[config.mk]
export PLATFORM = sky130hd
export DESIGN_NAME = prince_sr_stream
export DESIGN_NICKNAME = d
export VERILOG_FILES = /design/src/rtl/prince_pkg.sv /design/src/rtl/prince_sr_perm.sv /design/src/rtl/prince_sr_stream.sv
export SDC_FILE = /design/constraint.sdc
export NUM_CORES = 1
export LEC_CHECK = 0
export BUFFER_PORTS_ARGS = -buffer_cell sky130_fd_sc_hd__buf_2
export CORE_UTILIZATION = 49
export CTS_BUF_LIST = sky130_fd_sc_hd__clkbuf_16
export CTS_CLUSTER_DIAMETER = 30
export CTS_CLUSTER_SIZE = 14
export DETAILED_ROUTE_END_ITERATION = 7
export PLACE_DENSITY = 0.81
export SETUP_SLACK_MARGIN = 0.2
export SLEW_MARGIN = 20
export SYNTH_ARGS = -nofsm -noshare
export SYNTH_HDL_FRONTEND = slang
export SYNTH_SLANG_ARGS = --single-unit
export TNS_END_PERCENT = 5
[constraint.sdc]
create_clock -name clk -period 1.75 [get_ports clk]
set_clock_uncertainty 0.1 [all_clocks]
set_input_delay 0.0875 -clock clk [delete_from_list [all_inputs] [get_ports clk]]
set_output_delay 0.0875 -clock clk [all_outputs]
set_load 0.005 [all_outputs]
[src/rtl/prince_pkg.sv]
// Shared constants for the PRINCE ShiftRows datapath: mode encoding,
// nibble index tables and the lane width.
package prince_pkg;

    localparam int LANE_W  = 64;
    localparam int NIBBLES = 16;

    localparam logic [1:0] MODE_ID  = 2'b00;
    localparam logic [1:0] MODE_FWD = 2'b01;
    localparam logic [1:0] MODE_INV = 2'b10;
    localparam logic [1:0] MODE_SR2 = 2'b11;

    typedef logic [3:0] nib_idx_t;

    // Output nibble i is taken from input nibble TABLE[i]; nibble 0 is the MSB nibble.
    localparam nib_idx_t FWD_T [NIBBLES] = '{
        4'd0, 4'd5, 4'd10, 4'd15, 4'd4, 4'd9, 4'd14, 4'd3,
        4'd8, 4'd13, 4'd2, 4'd7, 4'd12, 4'd1, 4'd6, 4'd11
    };
    localparam nib_idx_t INV_T [NIBBLES] = '{
        4'd0, 4'd13, 4'd10, 4'd7, 4'd4, 4'd1, 4'd14, 4'd11,
        4'd8, 4'd5, 4'd2, 4'd15, 4'd12, 4'd9, 4'd6, 4'd3
    };
    localparam nib_idx_t SR2_T [NIBBLES] = '{
        4'd0, 4'd9, 4'd2, 4'd11, 4'd4, 4'd13, 4'd6, 4'd15,
        4'd8, 4'd1, 4'd10, 4'd3, 4'd12, 4'd5, 4'd14, 4'd7
    };

    function automatic nib_idx_t sr_src(input logic [1:0] mode, input nib_idx_t idx);
        case (mode)
            MODE_FWD: sr_src = FWD_T[idx];
            MODE_INV: sr_src = INV_T[idx];
            MODE_SR2: sr_src = SR2_T[idx];
            default:  sr_src = idx;
        endcase
    endfunction

endpackage

[src/rtl/prince_sr_perm.sv]
// Combinational ShiftRows nibble permutation for one 64-bit PRINCE state,
// selected by a 2-bit mode.
module prince_sr_perm
    import prince_pkg::*;
(
    input  logic [LANE_W-1:0] data_i,
    input  logic [1:0]        mode_i,
    output logic [LANE_W-1:0] data_o
);

    always_comb begin
        // NOTE: default the whole output first so the per-nibble loop can never leave a latch.
        data_o = '0;
        for (int i = 0; i < NIBBLES; i++) begin
            data_o[LANE_W-1-4*i -: 4] =
                data_i[LANE_W-1-4*int'(sr_src(mode_i, nib_idx_t'(i))) -: 4];
        end
    end

endmodule

[src/rtl/prince_sr_stream.sv]
// Streaming PRINCE ShiftRows unit: LANES states per beat, per-beat mode,
// STAGES-deep valid/ready pipeline with collapsing bubbles.
module prince_sr_stream
    import prince_pkg::*;
#(
    parameter int LANES  = 1,
    parameter int STAGES = 1
) (
    input  logic                          clk,
    input  logic                          rst_n,
    input  logic                          in_valid,
    output logic                          in_ready,
    input  logic [1:0]                    in_mode,
    input  logic [LANE_W*LANES-1:0]       in_data,
    output logic                          out_valid,
    input  logic                          out_ready,
    output logic [1:0]                    out_mode,
    output logic [LANE_W*LANES-1:0]       out_data,
    output logic [$clog2(STAGES+1)-1:0]   occupancy
);

    localparam int W     = LANE_W * LANES;
    localparam int OCC_W = $clog2(STAGES + 1);

    if (STAGES < 1 || STAGES > 4) begin : g_bad_stages
        $error("prince_sr_stream: STAGES must be in 1..4");
    end
    if (LANES < 1 || LANES > 8) begin : g_bad_lanes
        $error("prince_sr_stream: LANES must be in 1..8");
    end

    logic [W-1:0]        perm_data;
    logic [STAGES:0]     ready;
    logic [STAGES-1:0]   v_q, v_d;
    logic [1:0]          mode_q [STAGES];
    logic [1:0]          mode_d [STAGES];
    logic [W-1:0]        data_q [STAGES];
    logic [W-1:0]        data_d [STAGES];
    logic [OCC_W-1:0]    occ_q, occ_d;

    for (genvar l = 0; l < LANES; l++) begin : g_lane
        prince_sr_perm u_perm (
            .data_i (in_data[l*LANE_W +: LANE_W]),
            .mode_i (in_mode),
            .data_o (perm_data[l*LANE_W +: LANE_W])
        );
    end

    // Stage k can load whenever any stage from k to the output has a hole, or the sink drains.
    assign ready[STAGES] = out_ready;
    for (genvar k = 0; k < STAGES; k++) begin : g_ready
        assign ready[k] = out_ready | ~(&v_q[STAGES-1:k]);
    end

    always_comb begin
        v_d    = v_q;
        mode_d = mode_q;
        data_d = data_q;
        if (ready[0]) begin
            v_d[0]    = in_valid;
            mode_d[0] = in_mode;
            data_d[0] = perm_data;
        end
        for (int k = 1; k < STAGES; k++) begin
            if (ready[k]) begin
                v_d[k]    = v_q[k-1];
                mode_d[k] = mode_q[k-1];
                data_d[k] = data_q[k-1];
            end
        end
        occ_d = '0;
        for (int k = 0; k < STAGES; k++) begin
            occ_d = occ_d + OCC_W'(v_d[k]);
        end
    end

    always_ff @(posedge clk or negedge rst_n) begin
        if (!rst_n) begin
            v_q   <= '0;
            occ_q <= '0;
            // NOTE: the stage payload registers are few and small, so they are cleared too; out_data reads 0 in reset.
            for (int k = 0; k < STAGES; k++) begin
                mode_q[k] <= '0;
                data_q[k] <= '0;
            end
        end else begin
            // NOTE: all state updates are non-blocking so every stage samples its upstream's pre-edge value.
            v_q    <= v_d;
            mode_q <= mode_d;
            data_q <= data_d;
            occ_q  <= occ_d;
        end
    end

    assign in_ready  = ready[0];
    assign out_valid = v_q[STAGES-1];
    assign out_mode  = mode_q[STAGES-1];
    assign out_data  = data_q[STAGES-1];
    assign occupancy = occ_q;

endmodule

# ---- After elaboration in Yosys (flattened, before gate mapping)
# Index checks and enable logic that the tools add are counted.
dict set report word_totals {
  wordCells 45
  out_inout_bits 69
  ff_bits 67
  in_bits 70
}
dict set report classes {
  shift 12
  n_bitwise 2
  n_addsub 12
  muxes 12
  n_reduce_logical 1
  eq_ne 3
}
# cell count
set ops {}
lappend ops {{$shiftx 67x32->4} 12}
lappend ops {{$pmux 4 s3} 8}
lappend ops {{$sub 6x6->7 const A} 12}
lappend ops {{$mux 4} 4}
lappend ops {{$eq 2x2->1 const B} 2}
lappend ops {{$eq 2x1->1 const B} 1}
lappend ops {{$reduce_or 2->1} 1}
lappend ops {{$not 1->1} 1}
lappend ops {{$or 1x1->1} 1}

# ---- Logic depth before layout (Yosys ltp)
# Gate-level depths: netlist (run 1).
dict set report logic_depth {
  ltp_word 5
  mapped_depth 8
  ltp_nobuf 5
}

# ---- Hierarchy
# A second synthesis (run 1) with hierarchy kept.
dict set report hier_totals {
  hier_cells 224
  area_unflattened_um2 3758.6
}
# module area_per_inst_um2 cells_each seq_area_each_um2 instances
set by_module_without_submodules {}
lappend by_module_without_submodules {prince_sr_stream 2580.0 144 1676.6 1}
lappend by_module_without_submodules {prince_sr_perm 1178.6 80 0.0 1}

# ---- Worst setup path after synthesis (run 1)
# Ideal clock, no wire load.
dict set report synth_path {
  path_kind {input to register}
  start {in in_mode[0]}
  end {reg data_q (netlist bit out_data[18])}
  cell_stages 8
  arrival_ns 1.321
  required_ns 1.577
  slack_ns 0.256
  setup_ns 0.073
  n_path_buf 3
  cell_sequence {inv_1 -> ha_1 -> buf_4 -> buf_12 -> buf_12 -> mux2i_1 -> mux2_2 -> a21oi_2}
}
dict set report synth_via {
  elab_chain_len 4
  word_cells_on_any_way 6
  classes_between {add/sub: 1; eq/ne: 3; shift: 1; mux: 1}
}
# element line_no
set synth_lines {}
lappend synth_lines {{start, declared} prince_sr_stream.sv:13} ;# input logic [1:0] in_mode,
lappend synth_lines {{$eq 2x2->1 / $eq 2x1->1 (equally long branches)} prince_pkg.sv:30} ;# case (mode)
lappend synth_lines {{$pmux 4 s3 *} prince_pkg.sv:30}
lappend synth_lines {{$sub 6x6->7 *} prince_sr_perm.sv:16} ;# data_i[LANE_W-1-4*int'(sr_src(mode_i, nib_idx_t'(i))) -: 4];
lappend synth_lines {{$shiftx 67x32->4 *} prince_sr_perm.sv:16}
lappend synth_lines {{end signal, assigned} prince_sr_stream.sv:90} ;# data_q <= data_d;
lappend synth_lines {{end, declared} prince_sr_stream.sv:37} ;# logic [W-1:0] data_q [STAGES];
# Mark *: on every way between the ends. The rest lies on a longest branch, timed or not.
# A chain may end at the register's enable or synchronous reset.

==> results of run 1 <==
## per-layer routing
layer | global-route usage [%] | vias to the layer above | share of wire, %
li1 | - | 1385 | -
met1 | 28.9 | 1451 | 39
met2 | 45.6 | 121 | 50
met3 | 6.64 | 26 | 6.7
met4 | 14.4 | 0 | 3.6
met5 | 0 | - | 0
## cell usage in the layout (no fill, tap or decap), drive strengths merged, types with 4 or more instances in the layout
| cell type | n |
|---|---|
| inv | 4 |
| dlygate4sd3 | 33 |
| mux2 | 50 |
| dfrtp | 67 |
| a21oi | 48 |
| mux2i | 48 |
| clkbuf | 9 |
| ha | 4 |
| buf | 153 |
| nor2 | 48 |
## report_power, final
group	switching [uW]	internal (uW)
Clock	661	1080
Sequential	114	1770
Combinational	534	602
Total	1310	3450
## worst max-delay path, cell delays in order, from the launching register on
cell and delay [ps]:
dfrtp_1 470, nand2b_4 150, buf_12 200, buf_2 140
## cells by family (layout without fill, tap and decap cells)
kind of cell,after synthesis,in the layout,share of synthesized area [%]
mux,98,98,30.1
flops,67,67,48.3
simple gates,53,54,6.10
compound gates,49,49,8.98
buf+inv,25,204,5.05
fa+ha+maj,4,4,1.44
## final cells by class
type,instances,area (um2)
clock buffer,9,225
clock inverter,7,61.3
fill,527,1930
inverter,2,7.51
multi-input combinational,205,1640
sequential,67,1680
tap,96,120
timing repair buffer,186,1170
## metrics by stage
stage | cells | util, % | setup WS [ps] | hold WS [ps] | power [uW]
2_1_floorplan | 296 | - | 256 | -308 | 2510
3_3_place_gp | 520 | 62.3 | 80.0 | 31.8 | 2920
3_5_place_dp | 520 | 62.3 | 6.81 | 35.2 | 2960
4_1_cts | 572 | 71.7 | 269 | 1.82 | 4780
5_1_grt | 572 | 71.7 | 219 | 28.4 | 4980
6_report | 572 | 71.7 | 259 | 10.2 | 4760
## final timing paths
kind,startpoint,end,slack [ps],depth (start not counted)
setup / recovery,occupancy$_DFFE_PN0P_,in_ready,260,3
hold reg to reg,out_data[15]$_DFFE_PN0P_,out_data[15]$_DFFE_PN0P_,400,1
min in group asynchronous,rst_n,out_data[10]$_DFFE_PN0P_,220,3
hold / removal,in_data[39],out_data[39]$_DFFE_PN0P_,10,3
max in group asynchronous,rst_n,out_data[50]$_DFFE_PN0P_,1040,3
setup reg to reg,occupancy$_DFFE_PN0P_,out_data[7]$_DFFE_PN0P_,290,5
## flip-flops by register name, summed over array words and instances, names as in the netlist
| register | cells |
|---|---|
| occupancy | 1 |
| out_data | 64 |
| out_mode | 2 |
## timing repair
action | in CTS | in global routing
gates cloned | 1 | 0
setup buffers | 2 | 0
setup endpoints to repair | 1 | 2
hold endpoints to repair | 97 | 0
hold buffers | 33 | 0
pin swaps | 0 | 0
gates resized for setup | 0 | 1
==> qor.csv, run 1 <==
stage,metric,value,unit
logic_synthesis,synth.cell_area,0.00347,mm2
die,coreArea,0.00683,mm2
sta,post-route-period-util,85.2,%
sta,setup_viol_count_final,0,
job,maxCapViolations,0,
worst_setup_path,worstPathRequired,1560,ps
die,start_util,50.8,%
die,ioPinCount,139,
worst_setup_path,crit_path_end_kind,primary output,
route,firstDrtPassIters,4,
clocking,numCtsBuffers,9,
clocking,cts_max_level,3,
place,place_congestion,0.828,
grt,grt_overflow_total,0,
grt,antenna_found_initial,0,
layout,nets,545,
power,ir_drop,575,uV
route,wl_per_cell,16.1,um
clocking,cts_sinks,67,
route,routed_wl,9230,um
route,detail-route-antenna-nets,0,
logic_synthesis,synth_nets,370,
grt,grt_pass1_wl,14400,um
logic_synthesis,synth_seq_area_share,48.3,%
logic_synthesis,synth.top_cell.area_share,48.3,%
logic_synthesis,synthTopCellsByArea,"dfrtp_1 48%, mux2_2 15%, mux2i_1 14%",
layout,drive_above_1_share,49.4,%
sta,rsz0062_at_grt,false,
clocking,cts-root-buf,clkbuf_16,
route,via_count,2983,
clocking,path_clk_slew,60,ps
logic_synthesis,yosys.area.top_type,dfrtp_1,
clocking,clk_path_buf_depth,2,
grt,grt_pass1_vias,3086,
logic_synthesis,synth.most_common_cell,dfrtp_1,
logic_synthesis,synth_seq_cells,67,
worst_setup_path,critPathLaunchType,register,
clocking,clock_latency,330,ps
sta,layout_min_cycle_time,1490,ps
place,post_dp_cell_area,0.00426,mm2
logic_synthesis,async_reset_ff_share,100,%
clocking,cts_tree,yes,
run_status,status,finished clean,
grt,track_usage,26.1,%
sta,fmax,671,MHz
route,via_per_inst,5.22,
layout,num_antenna_cells,0,
logic_synthesis,synth-edff-count,0,
logic_synthesis,synth_common_cells,"67 x dfrtp_1, 48 x mux2i_1, 48 x nor2_1",
route,drc,0,
worst_setup_path,worstPathArrival,1300,ps
sta,max_slew_margin,75.7,%
worst_setup_path,cp_max_fo,33,
power,leakagePower,0.00237,uW
die,rows,30,
logic_synthesis,syn-instance-count,296,
grt,grt_max_degree,68,
route,drtIter0Drc,135,
worst_setup_path,crit_type,reg2out,
logic_synthesis,yosys_warnings,0,
worst_hold_path,hold_path_class,in2reg,
sta,slew_viol_final,0,
place,place_hpwl,5880,um
die,die_x,86.1,um
sta,hold_viol,0,
logic_synthesis,synth.distinct_cells,18,
layout,fin_area,0.00490,mm2
power,powerDensity,971,mW/mm2
sta,setup_tns,0,ps
logic_synthesis,synthFlopType,dfrtp_1,
layout,area_growth,41.3,%
logic_synthesis,syn_avg_cell_area,11.7,um2
sta,worstMarginPinSlew,365,ps
die,die_area,0.00742,mm2
place,io_buffers,138,
die,die_y,86.1,um
Power figures use the tool's default switching activity.
==> inputs of run 2 (changes only) <==
--- a/config.mk
+++ b/config.mk
@@ -11,6 +11,7 @@
 export CTS_CLUSTER_DIAMETER = 30
 export CTS_CLUSTER_SIZE = 14
 export DETAILED_ROUTE_END_ITERATION = 7
+export GPL_TIMING_DRIVEN = 0
 export PLACE_DENSITY = 0.81
 export SETUP_SLACK_MARGIN = 0.2
 export SLEW_MARGIN = 20
==> qor.csv, run 2 (synthesized netlist as in run 1, its figures left out) <==
stage,metric,value,unit
die,rows,30,
clocking,cts_max_level,3,
grt,grt_overflow_total,0,
run_status,status,finished clean,
place,placed_cells,531,
route,via_count,2983,
layout,num_antenna_cells,0,
clocking,clk_path_buf_depth,2,
layout,fin_cells,584,
layout,fin_area,0.00497,mm2
power,leakagePower,0.00241,uW
die,die_area,0.00742,mm2
place,place_hpwl,6560,um
worst_setup_path,crit_type,reg2out,
die,die_x,86.1,um
worst_setup_path,critPathLaunchType,register,
place,post_dp_cell_area,0.00431,mm2
die,ioPinCount,139,
sta,slew_viol_final,0,
layout,largest_reg_flops,64,
worst_setup_path,worst-path-stages,5,
worst_setup_path,crit_family,buffers and inverters,
worst_setup_path,cp_num_buf_inv,4,
clocking,numCtsBuffers,9,
route,drtIter0Drc,124,
power,powerDensity,940,mW/mm2
die,start_util,50.8,%
layout,nets,557,
sta,setup_tns,0,ps
grt,grt_max_degree,46,
job,maxCapViolations,0,
layout,mostFrequentLayoutCells,"141 x buf_2, 67 x dfrtp_1, 48 x mux2i_1, 48 x nor2_1, 47 x mux2_2",
grt,grt_pass1_wl,14900,um
route,wl_per_cell,15.8,um
route,detail-route-antenna-nets,0,
sta,worstMarginPinSlew,539,ps
route,firstDrtPassIters,4,
sta,max_slew_margin,64.1,%
layout,final_core_util,72.8,%
worst_hold_path,hold_path_class,in2reg,
sta,fmax,665,MHz
clocking,cts_tree,yes,
grt,antenna_found_initial,0,
worst_setup_path,r2r_cells,5,
sta,layout_min_cycle_time,1500,ps
clocking,cts_sinks,67,
worst_setup_path,cp_cell_sequence,"nand2b_1, buf_6, buf_8, buf_8, buf_2",
worst_setup_path,critPathMaxStageDelay,380,ps
sta,hold_viol,0,
worst_setup_path,rrSetupSlack,280,ps
layout,final_common_cell,buf_2,
route,routed_wl,9230,um
worst_setup_path,endpoint,in_ready,
layout,area_growth,43.4,%
grt,grt_pass1_vias,3077,
sta,setup_viol_count_final,0,
place,place_congestion,0.852,
die,die_y,86.1,um
worst_setup_path,worstPathRequired,1560,ps
layout,n_fill_cell,510,
clocking,cts-root-buf,clkbuf_16,
worst_setup_path,reg2reg_from,occupancy$_DFFE_PN0P_,
power,ir_drop,657,uV
worst_setup_path,crit_path_start,occupancy$_DFFE_PN0P_,
grt,track_usage,26.5,%
worst_setup_path,cp_slowest_cell,dfrtp_1,
die,coreArea,0.00683,mm2
sta,holdWs,5.18,ps
clocking,path_clk_slew,60,ps
worst_setup_path,cp_max_fo,10,
worst_setup_path,reg2reg_to,out_data[55]$_DFFE_PN0P_,
worst_setup_path,crit_path_end_kind,primary output,
sta,rsz0062_at_grt,true,
worst_setup_path,worstPathArrival,1320,ps
layout,drive_above_1_share,49.6,%
place,io_buffers,138,
route,via_per_inst,5.11,
sta,post-route-period-util,85.9,%
route,drc,0,
worst_setup_path,cpMostUsedCell,buf_8,
clocking,clock_latency,320,ps
[run 2: power breakdown]
group          total, uW  internal, uW  leakage (uW)  switching [uW]
Clock               1620           951      0.000133             666
Sequential          1880          1770      0.000762             115
Combinational       1180           628       0.00152             548
Total               4670          3350       0.00241            1330
[run 2: layout make-up]
class | count | area (um2) | share of cell area (%)
Buffer | 23 | 200 | 4.03
Clock inverter | 7 | 43.8 | 0.881
Sequential cell | 67 | 1680 | 33.7
Inverter | 2 | 7.51 | 0.151
Timing Repair Buffer | 176 | 1080 | 21.8
Multi-Input combinational cell | 204 | 1620 | 32.5
Tap cell | 96 | 120 | 2.42
Clock buffer | 9 | 225 | 4.53
[run 2: how the worst min path moves through the flow]
stage / cells after the start / start / slack, ps / to
CTS: 3 / in_data[39] / 0.1 / out_data[39]$_DFFE_PN0P_
floorplan: 0 / rst_n / -310 / occupancy$_DFFE_PN0P_
global placement: 2 / in_valid / 180 / occupancy$_DFFE_PN0P_
global route: 3 / in_data[39] / 20 / out_data[39]$_DFFE_PN0P_
finish: 3 / in_data[7] / 5 / out_data[7]$_DFFE_PN0P_
detailed placement: 1 / rst_n / -90 / out_data[16]$_DFFE_PN0P_
[run 2: what timing repair did]
item	4_1_cts	5_1_grt
gates cloned	0	0
buffers inserted	0	3
endpoints found under the setup margin	7	21
hold buffers	34	0
endpoints found under the hold margin	96	0
resized for setup	7	4
[run 2: stage by stage]
step | total power [uW] | worst slack (ps)
floorplan | 2510 | 256
global route | 4900 | 178
CTS | 4670 | 193
detailed placement | 3000 | -11.3
finish | 4670 | 246
global placement | 2950 | 5.29
[run 2: tightest hold or removal path: stages]
cell	delay [ps]
buf_2	100
mux2i_1	70
a21oi_1	130
[run 2: per-layer routing]
layer / up-vias / share of wire, % / global-route usage [%]
met5: - / 0 / 0
met1: 1454 / 42 / 32.5
li1: 1405 / - / -
met2: 114 / 50 / 46.8
met3: 10 / 6.8 / 5.77
met4: 0 / 1.1 / 7.73
